[config.mk]
export PLATFORM = sky130hd
export DESIGN_NAME = load_store_unit_flat
export DESIGN_NICKNAME = d
export VERILOG_FILES = /design/src/rtl/cpu_pkg.sv /design/src/rtl/load_store_unit_if.sv /design/src/rtl/lsu_align.sv /design/src/rtl/load_store_unit.sv /design/src/flat_wrapper.sv
export SDC_FILE = /design/constraint.sdc
export NUM_CORES = 1
export LEC_CHECK = 0
export CAP_MARGIN = 20
export CORE_ASPECT_RATIO = 1.2
export CORE_UTILIZATION = 34
export CTS_BUF_LIST = sky130_fd_sc_hd__clkbuf_2
export CTS_CLUSTER_SIZE = 20
export DETAILED_ROUTE_END_ITERATION = 6
export DONT_BUFFER_PORTS = 1
export SLEW_MARGIN = 20
export SYNTH_ARGS = -nofsm -noshare
export SYNTH_HDL_FRONTEND = slang
export SYNTH_SLANG_ARGS = --single-unit
export TNS_END_PERCENT = 20
[constraint.sdc]
create_clock -name i_clk -period 4.66 [get_ports i_clk]
set_input_delay 0.699 -clock i_clk [delete_from_list [all_inputs] [get_ports i_clk]]
set_output_delay 0.699 -clock i_clk [all_outputs]
set_load 0.005 [all_outputs]
[src/rtl/cpu_pkg.sv]
// ============================================================================
//  Module  : cpu_pkg
//  Purpose : Shared types and helpers for the 05_cpu memory stage.
//            - funct3 size/sign encodings for RV32 loads and stores
//            - load/store unit FSM state encoding
//            - access-size classification and alignment helpers
//  Ports   : none (package)
//  Rev     : 1.0  initial release
// ============================================================================
`default_nettype none

package cpu_pkg;

  localparam logic [2:0] F3_B  = 3'b000;
  localparam logic [2:0] F3_H  = 3'b001;
  localparam logic [2:0] F3_W  = 3'b010;
  localparam logic [2:0] F3_BU = 3'b100;
  localparam logic [2:0] F3_HU = 3'b101;

  typedef enum logic [1:0] {
    IDLE = 2'd0,
    REQ  = 2'd1,
    WAIT = 2'd2,
    DONE = 2'd3
  } lsu_state_t;

  typedef enum logic [1:0] {
    SZ_BYTE = 2'd0,
    SZ_HALF = 2'd1,
    SZ_WORD = 2'd2
  } lsu_size_t;

  // Any funct3 that is not an explicit byte or half encoding (010, 011,
  // 110, 111) is handled as a full word access.
  function automatic lsu_size_t f3_size(input logic [2:0] f3);
    case (f3)
      F3_B, F3_BU: return SZ_BYTE;
      F3_H, F3_HU: return SZ_HALF;
      default:     return SZ_WORD;
    endcase
  endfunction

  function automatic logic is_misaligned(input logic [2:0] f3, input logic [1:0] off);
    case (f3_size(f3))
      SZ_HALF: return off[0];
      SZ_WORD: return (off != 2'b00);
      default: return 1'b0;
    endcase
  endfunction

endpackage

`default_nettype wire

[src/rtl/load_store_unit_if.sv]
// ============================================================================
//  Module  : load_store_unit_if
//  Purpose : Valid/ready data-memory bus between the load/store unit and
//            data memory.
//  Signals : o_mem_valid  request valid            (master -> slave)
//            i_mem_ready  request accepted         (slave  -> master)
//            o_mem_addr   word-aligned byte address
//            o_mem_we     1 = write
//            o_mem_wstrb  byte-lane enables
//            o_mem_wdata  lane-positioned store data
//            i_mem_rvalid read data valid          (slave  -> master)
//            i_mem_rdata  read word
//  Modports: master (load/store unit), slave (memory)
//  Rev     : 1.0  initial release
// ============================================================================
`default_nettype none

interface load_store_unit_if #(
  parameter int WIDTH  = 32,
  parameter int ADDR_W = 32
) ();

  logic              o_mem_valid;
  logic              i_mem_ready;
  logic [ADDR_W-1:0] o_mem_addr;
  logic              o_mem_we;
  logic [3:0]        o_mem_wstrb;
  logic [WIDTH-1:0]  o_mem_wdata;
  logic              i_mem_rvalid;
  logic [WIDTH-1:0]  i_mem_rdata;

  modport master (
    output o_mem_valid, o_mem_addr, o_mem_we, o_mem_wstrb, o_mem_wdata,
    input  i_mem_ready, i_mem_rvalid, i_mem_rdata
  );

  modport slave (
    input  o_mem_valid, o_mem_addr, o_mem_we, o_mem_wstrb, o_mem_wdata,
    output i_mem_ready, i_mem_rvalid, i_mem_rdata
  );

endinterface

`default_nettype wire

[src/rtl/lsu_align.sv]
// ============================================================================
//  Module  : lsu_align
//  Purpose : Combinational byte-lane steering for the load/store unit.
//            Stores: builds the byte strobe and replicates store data across
//            lanes. Loads: shifts the read word down by the byte offset and
//            sign- or zero-extends it.
//  Ports   : i_funct3  [2:0]  size/sign encoding
//            i_off     [1:0]  byte offset within the word
//            i_wdata   [31:0] right-aligned store data
//            i_rdata   [31:0] raw read word
//            o_wstrb   [3:0]  byte-lane enables (store)
//            o_wdata   [31:0] lane-positioned store data
//            o_rdata   [31:0] extended load data
//  Rev     : 1.0  initial release
// ============================================================================
`default_nettype none

module lsu_align
  import cpu_pkg::*;
(
  input  wire logic [2:0]  i_funct3,
  input  wire logic [1:0]  i_off,
  input  wire logic [31:0] i_wdata,
  input  wire logic [31:0] i_rdata,
  output logic      [3:0]  o_wstrb,
  output logic      [31:0] o_wdata,
  output logic      [31:0] o_rdata
);

  lsu_size_t   size;
  logic [1:0]  eff_off;
  logic [31:0] rshift;

  always_comb begin
    size    = f3_size(i_funct3);
    // Misaligned offsets are rounded down to the natural boundary of the
    // access so a half never straddles lanes 1/2 and a word always uses all
    // four lanes.
    eff_off = i_off;
    case (size)
      SZ_HALF: eff_off = i_off & 2'b10;
      SZ_WORD: eff_off = 2'b00;
      default: eff_off = i_off;
    endcase

    rshift = i_rdata >> {eff_off, 3'b000};

    o_wstrb = 4'b1111;
    o_wdata = i_wdata;
    o_rdata = rshift;
    case (size)
      SZ_BYTE: begin
        o_wstrb = 4'b0001 << eff_off;
        o_wdata = {4{i_wdata[7:0]}};
        // funct3[2] distinguishes the unsigned variants (LBU/LHU).
        o_rdata = i_funct3[2] ? {24'h000000, rshift[7:0]}
                              : {{24{rshift[7]}}, rshift[7:0]};
      end
      SZ_HALF: begin
        o_wstrb = 4'b0011 << eff_off;
        o_wdata = {2{i_wdata[15:0]}};
        o_rdata = i_funct3[2] ? {16'h0000, rshift[15:0]}
                              : {{16{rshift[15]}}, rshift[15:0]};
      end
      default: begin
        o_wstrb = 4'b1111;
        o_wdata = i_wdata;
        o_rdata = rshift;
      end
    endcase
  end

endmodule

`default_nettype wire

[src/rtl/load_store_unit.sv]
// ============================================================================
//  Module  : load_store_unit
//  Purpose : Memory stage of the 05_cpu core. Accepts one load/store request
//            from execute, runs it on the valid/ready data-memory bus and
//            returns extended load data to the writeback mux.
//  Params  : WIDTH  data width (32 only, four byte lanes)
//            ADDR_W byte-address width
//  Ports   : i_clk, i_rst_n          clock, async active-low reset
//            i_req, i_we, i_funct3,
//            i_addr, i_wdata         request from execute (sampled in IDLE)
//            o_busy                  pipeline stall (REQ/WAIT)
//            o_done                  one-cycle completion pulse
//            o_rdata                 extended load data, held between loads
//            mem                     data-memory bus (master modport)
//            o_misaligned            misalignment trap flag (macro only)
//  Config  : MISALIGN_TRAP_EN - when defined, misaligned half/word accesses
//            skip the bus and complete at once with o_misaligned=1. When
//            undefined, misaligned offsets are rounded down.
//  Rev     : 1.0  initial release
// ============================================================================
`default_nettype none

module load_store_unit
  import cpu_pkg::*;
#(
  parameter int WIDTH  = 32,
  parameter int ADDR_W = 32
) (
  input  wire logic              i_clk,
  input  wire logic              i_rst_n,
  input  wire logic              i_req,
  input  wire logic              i_we,
  input  wire logic [2:0]        i_funct3,
  input  wire logic [ADDR_W-1:0] i_addr,
  input  wire logic [WIDTH-1:0]  i_wdata,
  output logic                   o_busy,
  output logic                   o_done,
  output logic      [WIDTH-1:0]  o_rdata,
`ifdef MISALIGN_TRAP_EN
  output logic                   o_misaligned,
`endif
  load_store_unit_if.master      mem
);

  lsu_state_t        state_q;
  logic              we_q;
  logic [2:0]        funct3_q;
  logic [ADDR_W-1:0] addr_q;
  logic [WIDTH-1:0]  wdata_q;

  logic              mem_valid_q;
  logic              busy_q;
  logic              done_q;
  logic [WIDTH-1:0]  rdata_q;
`ifdef MISALIGN_TRAP_EN
  logic              misaligned_q;
`endif

  logic [3:0]        wstrb_w;
  logic [WIDTH-1:0]  wdata_sh;
  logic [WIDTH-1:0]  rdata_d;

  lsu_align u_align (
    .i_funct3 (funct3_q),
    .i_off    (addr_q[1:0]),
    .i_wdata  (wdata_q),
    .i_rdata  (mem.i_mem_rdata),
    .o_wstrb  (wstrb_w),
    .o_wdata  (wdata_sh),
    .o_rdata  (rdata_d)
  );

  // Bus fields come straight from the latched request, so they stay stable
  // for the whole REQ phase regardless of what execute does meanwhile.
  assign mem.o_mem_valid = mem_valid_q;
  assign mem.o_mem_addr  = {addr_q[ADDR_W-1:2], 2'b00};
  assign mem.o_mem_we    = we_q;
  assign mem.o_mem_wstrb = we_q ? wstrb_w : 4'b0000;
  assign mem.o_mem_wdata = wdata_sh;

  assign o_busy  = busy_q;
  assign o_done  = done_q;
  assign o_rdata = rdata_q;
`ifdef MISALIGN_TRAP_EN
  assign o_misaligned = misaligned_q;
`endif

  // Single FSM process; every output flag is registered alongside the state
  // so it is glitch-free and changes exactly with the state transition.
  always_ff @(posedge i_clk or negedge i_rst_n) begin
    if (!i_rst_n) begin
      state_q      <= IDLE;
      we_q         <= 1'b0;
      funct3_q     <= 3'b000;
      addr_q       <= '0;
      wdata_q      <= '0;
      mem_valid_q  <= 1'b0;
      busy_q       <= 1'b0;
      done_q       <= 1'b0;
      rdata_q      <= '0;
`ifdef MISALIGN_TRAP_EN
      misaligned_q <= 1'b0;
`endif
    end else begin
      done_q <= 1'b0;
      case (state_q)
        IDLE: begin
          if (i_req) begin
            we_q     <= i_we;
            funct3_q <= i_funct3;
            addr_q   <= i_addr;
            wdata_q  <= i_wdata;
`ifdef MISALIGN_TRAP_EN
            if (is_misaligned(i_funct3, i_addr[1:0])) begin
              state_q      <= DONE;
              done_q       <= 1'b1;
              misaligned_q <= 1'b1;
            end else begin
`else
            begin
`endif
              state_q     <= REQ;
              mem_valid_q <= 1'b1;
              busy_q      <= 1'b1;
            end
          end
        end

        REQ: begin
          if (mem.i_mem_ready) begin
            mem_valid_q <= 1'b0;
            if (we_q) begin
              state_q <= DONE;
              busy_q  <= 1'b0;
              done_q  <= 1'b1;
            end else begin
              state_q <= WAIT;
            end
          end
        end

        WAIT: begin
          if (mem.i_mem_rvalid) begin
            rdata_q <= rdata_d;
            state_q <= DONE;
            busy_q  <= 1'b0;
            done_q  <= 1'b1;
          end
        end

        DONE: begin
          state_q      <= IDLE;
`ifdef MISALIGN_TRAP_EN
          misaligned_q <= 1'b0;
`endif
        end

        default: begin
          state_q     <= IDLE;
          mem_valid_q <= 1'b0;
          busy_q      <= 1'b0;
        end
      endcase
    end
  end

endmodule

`default_nettype wire
[src/flat_wrapper.sv]
// flat-port wrapper written by rule: the top's interface ports become plain ports
module load_store_unit_flat import cpu_pkg::*;
#(
  parameter int WIDTH  = 32,
  parameter int ADDR_W = 32
)
  (i_clk, i_rst_n, i_req, i_we, i_funct3, i_addr, i_wdata, o_busy, o_done, o_rdata, mem_o_mem_valid, mem_o_mem_addr, mem_o_mem_we, mem_o_mem_wstrb, mem_o_mem_wdata, mem_i_mem_ready, mem_i_mem_rvalid, mem_i_mem_rdata);
  load_store_unit_if #(.WIDTH(WIDTH), .ADDR_W(ADDR_W)) mem_i ();
  input  wire logic i_clk;
  input  wire logic i_rst_n;
  input  wire logic i_req;
  input  wire logic i_we;
  input  wire logic [2:0] i_funct3;
  input  wire logic [ADDR_W-1:0] i_addr;
  input  wire logic [WIDTH-1:0] i_wdata;
  output logic o_busy;
  output logic o_done;
  output logic      [WIDTH-1:0] o_rdata;
  output wire logic [$bits(mem_i.o_mem_valid)-1:0] mem_o_mem_valid;
  output wire logic [$bits(mem_i.o_mem_addr)-1:0] mem_o_mem_addr;
  output wire logic [$bits(mem_i.o_mem_we)-1:0] mem_o_mem_we;
  output wire logic [$bits(mem_i.o_mem_wstrb)-1:0] mem_o_mem_wstrb;
  output wire logic [$bits(mem_i.o_mem_wdata)-1:0] mem_o_mem_wdata;
  input wire logic [$bits(mem_i.i_mem_ready)-1:0] mem_i_mem_ready;
  input wire logic [$bits(mem_i.i_mem_rvalid)-1:0] mem_i_mem_rvalid;
  input wire logic [$bits(mem_i.i_mem_rdata)-1:0] mem_i_mem_rdata;
  assign mem_o_mem_valid = mem_i.o_mem_valid;
  assign mem_o_mem_addr = mem_i.o_mem_addr;
  assign mem_o_mem_we = mem_i.o_mem_we;
  assign mem_o_mem_wstrb = mem_i.o_mem_wstrb;
  assign mem_o_mem_wdata = mem_i.o_mem_wdata;
  assign mem_i.i_mem_ready = mem_i_mem_ready;
  assign mem_i.i_mem_rvalid = mem_i_mem_rvalid;
  assign mem_i.i_mem_rdata = mem_i_mem_rdata;
  load_store_unit #(.WIDTH(WIDTH), .ADDR_W(ADDR_W)) u_core (.i_clk(i_clk), .i_rst_n(i_rst_n), .i_req(i_req), .i_we(i_we), .i_funct3(i_funct3), .i_addr(i_addr), .i_wdata(i_wdata), .o_busy(o_busy), .o_done(o_done), .o_rdata(o_rdata), .mem(mem_i));
endmodule
==> qor.yml <==
timing:
  drv_slew: 0
  post-route-min-period_ns: 3.20
  tns_ns: 0
  fmax_ghz: 0.313
  fin_crit_sh: 0.686
  rsz0062_at_grt: "no"
  whs_ns: 0.247
  hold_viol: 0
  worstMarginPinSlew_ns: 1.12
  worst_slack_ns: 1.46
  fin_skew_ns: 0.0265
  setup_violations: 0
  slew_headroom: 0.255
clocking:
  cts.clk_slew.worst_paths_ns: 0.26
  clk_latency_ns: 0.57
  cts-buffers-inserted: 9
  clockRootBuffer: "clkbuf_2"
  clk_path_buf_depth: 2
  clock_sinks: 105
  cts_tree: "done"
  ctsResizeCount: 0
  htree_levels: 3
detailed_routing:
  finalWirelength_mm: 12.7
  drc_errors: 0
  first_pass_iters: 4
  post_drt_wl_per_cell_um: 20.8
  viasPerCell: 5.31
  num_vias: 3238
  ant_nets: 0
  drt_iter0_drc: 135
critical_path:
  critPathSlowestCell: "nand2b_1"
  critPathKind: "reg -> out"
  max_stage_delay_ns: 0.84
  critPathCaptureType: "output port"
  path_cells: "nand2b_1 > nand2_1 > nor2_1"
  cp-start-kind: "flop"
  cp_max_fo: 17
  rrSetupSlack_ns: 2.02
  cp.arrival_ns: 2.50
  cp_num_buf_inv: 0
  path_delay_family: "simple AND/OR/NAND/NOR gates"
  cp.required_ns: 3.96
place:
  place_inst: 593
  hpwl_mm: 9.09
  io_buffers: 0
  place.gp.congestion: 0.762
  dp_slack_ns: 2.02
die:
  core.rowCount: 49
  die_w_um: 117
  dieArea_sq_um: 16300
  initial_utilization: 0.352
  die_y_um: 139
  core-area_sq_um: 15200
  io_pins: 209
global_route:
  antenna_found_initial: 1
  grt_start_max_net_pins: 106
  grt_usage: 0.157
  grt_overflow: 0
  grt_pass1_vias: 3421
  grt_pass1_wl_mm: 19.1
pwr:
  p_total_mw: 3.84
  ir_drop_uv: 316
  p_leak_nw: 2.23
  power_density_nw_per_um2: 718
layout:
  finalNetCount: 512
  syn2layout_area_growth_pct: -0.163
  final_common_cell: "dfrtp_1"
  layout-drive-gt1-share: 0.340
  fin_cells: 610
  mostFrequentLayoutCells: "dfrtp_1 (105), mux2_2 (100), nand2_1 (47), nor2_1 (21), o21ai_0 (19)"
  insertedDiodeCount: 0
yosys:
  synthAdderAreaFrac: 0.0117
  netlist_instances: 452
  yosysSeqAreaShare: 0.491
  syn_area_sq_um: 5360
  yosys_warnings: 0
  synth-seq-cells: 105
  synth.avg_cell_area_sq_um: 11.9
  synth_cell_types: 35
  yosys.area_share.simple: 0.0607
  synthMuxAreaShare: 0.258
  synth_compound_area_frac: 0.0895
  synth_top_family_by_area: "multiplexers"
  synthXorXnorAreaFrac: 0
hold_path:
  min-delay-path-class: "in -> reg"
status:
  status: "finished clean"
flow_run:
  drv_cap: 0
==> repair_timing <==
item / 4_1_cts / 5_1_grt
buffers inserted: 0 / 0
hold buffers: 2 / 0
endpoints found under the hold margin: 105 / 0
setup endpoints to repair: 0 / 0
==> cells in the mapped netlist (all sizes together) <==
| cell | count | area (sq um) |
|---|---|---|
| a2111oi | 1 | 8.76 |
| a211oi | 1 | 12.5 |
| a21boi | 1 | 7.51 |
| a21oi | 20 | 138 |
| a22oi | 8 | 60.1 |
| and2 | 2 | 12.5 |
| and2b | 1 | 8.76 |
| buf | 59 | 424 |
| clkbuf | 9 | 35.0 |
| conb | 1 | 3.75 |
| dfrtp | 105 | 2630 |
| ha | 5 | 62.6 |
| inv | 4 | 15.0 |
| mux2 | 100 | 1130 |
| mux2i | 10 | 100 |
| mux4 | 7 | 158 |
| nand2 | 48 | 180 |
| nand2b | 3 | 18.8 |
| nand3 | 1 | 5.00 |
| nor2 | 21 | 78.8 |
| nor2b | 1 | 6.26 |
| nor3 | 1 | 5.00 |
| nor4bb | 1 | 10.0 |
| o21a | 2 | 15.0 |
| o21ai | 19 | 95.1 |
| o21bai | 2 | 15.0 |
| o221a | 1 | 11.3 |
| o221ai | 1 | 8.76 |
| o22ai | 16 | 100 |
| o31ai | 1 | 7.51 |
==> path summary, 6_finish.rpt <==
kind / start / to / depth (start not counted)
max: u_core.funct3_q[1]$_DFFE_PN0P_ / mem_o_mem_wstrb[0] / 3
min: i_wdata[30] / u_core.wdata_q[30]$_DFFE_PN0P_ / 1
max reg2reg: u_core.funct3_q[1]$_DFFE_PN0P_ / u_core.o_rdata[12]$_DFFE_PN0N_ / 3
min reg2reg: u_core.wdata_q[20]$_DFFE_PN0P_ / u_core.wdata_q[20]$_DFFE_PN0P_ / 1
max in group asynchronous: i_rst_n / u_core.o_rdata[10]$_DFFE_PN0N_ / 2
min in group asynchronous: i_rst_n / u_core.o_rdata[17]$_DFFE_PN0N_ / 2
==> where the power goes <==
part,internal [mW],switching (mW),total (mW)
clock,0.172,0.283,0.455
combinational,0.796,0.773,1.57
sequential,1.37,0.448,1.82
total,2.34,1.50,3.84
==> area by class of cell <==
| class | count | area (sq um) |
|---|---|---|
| tap | 204 | 255 |
| fill | 1584 | 9860 |
| clock buffer | 10 | 50.0 |
| clock inverter | 5 | 71.3 |
| multi-input combinational | 276 | 2260 |
| timing repair buffer | 6 | 67.6 |
| sequential | 105 | 2630 |
| inverter | 4 | 15.0 |
==> sequential cells by signal, indices dropped and copies added (netlist names) <==
| register | flops |
|---|---|
| u_core.addr_q | 32 |
| u_core.o_rdata | 32 |
| u_core.wdata_q | 32 |
| u_core.funct3_q | 3 |
| u_core.state_q | 2 |
| u_core.mem.o_mem_valid | 1 |
| u_core.mem.o_mem_we | 1 |
| u_core.o_busy | 1 |
| u_core.o_done | 1 |
==> routing by layer <==
metal	track usage	wire (um)	up-vias
met3	0.0745	1510	11
met1	0.171	4710	1616
li1	-	-	1447
met5	0	0	-
met4	0.0486	170	0
met2	0.265	6280	164
==> per-stage QoR <==
stage               utilization  cell area [sq um]
finish                    0.352               5350
global route              0.352               5350
CTS                       0.352               5350
detailed placement        0.341               5190
global placement          0.341               5190
floorplan                     -               5360
==> logic make-up (layout without fill, tap and decap cells) <==
group	count (synthesis)	after routing
AOI/OAI and AO/OA	73	73
adders and majority gates	5	5
and+or+nand+nor	79	79
DFF	105	105
buffers and inverters	72	25
other	1	2
muxes	117	117
==> worst register-to-register path, stage by stage, from the launching register on <==
cell,delay (ns)
dfrtp_1,0.72
nand2b_1,0.84
o221a_2,0.76
o21ai_0,0.20
Power figures use the tool's default switching activity.
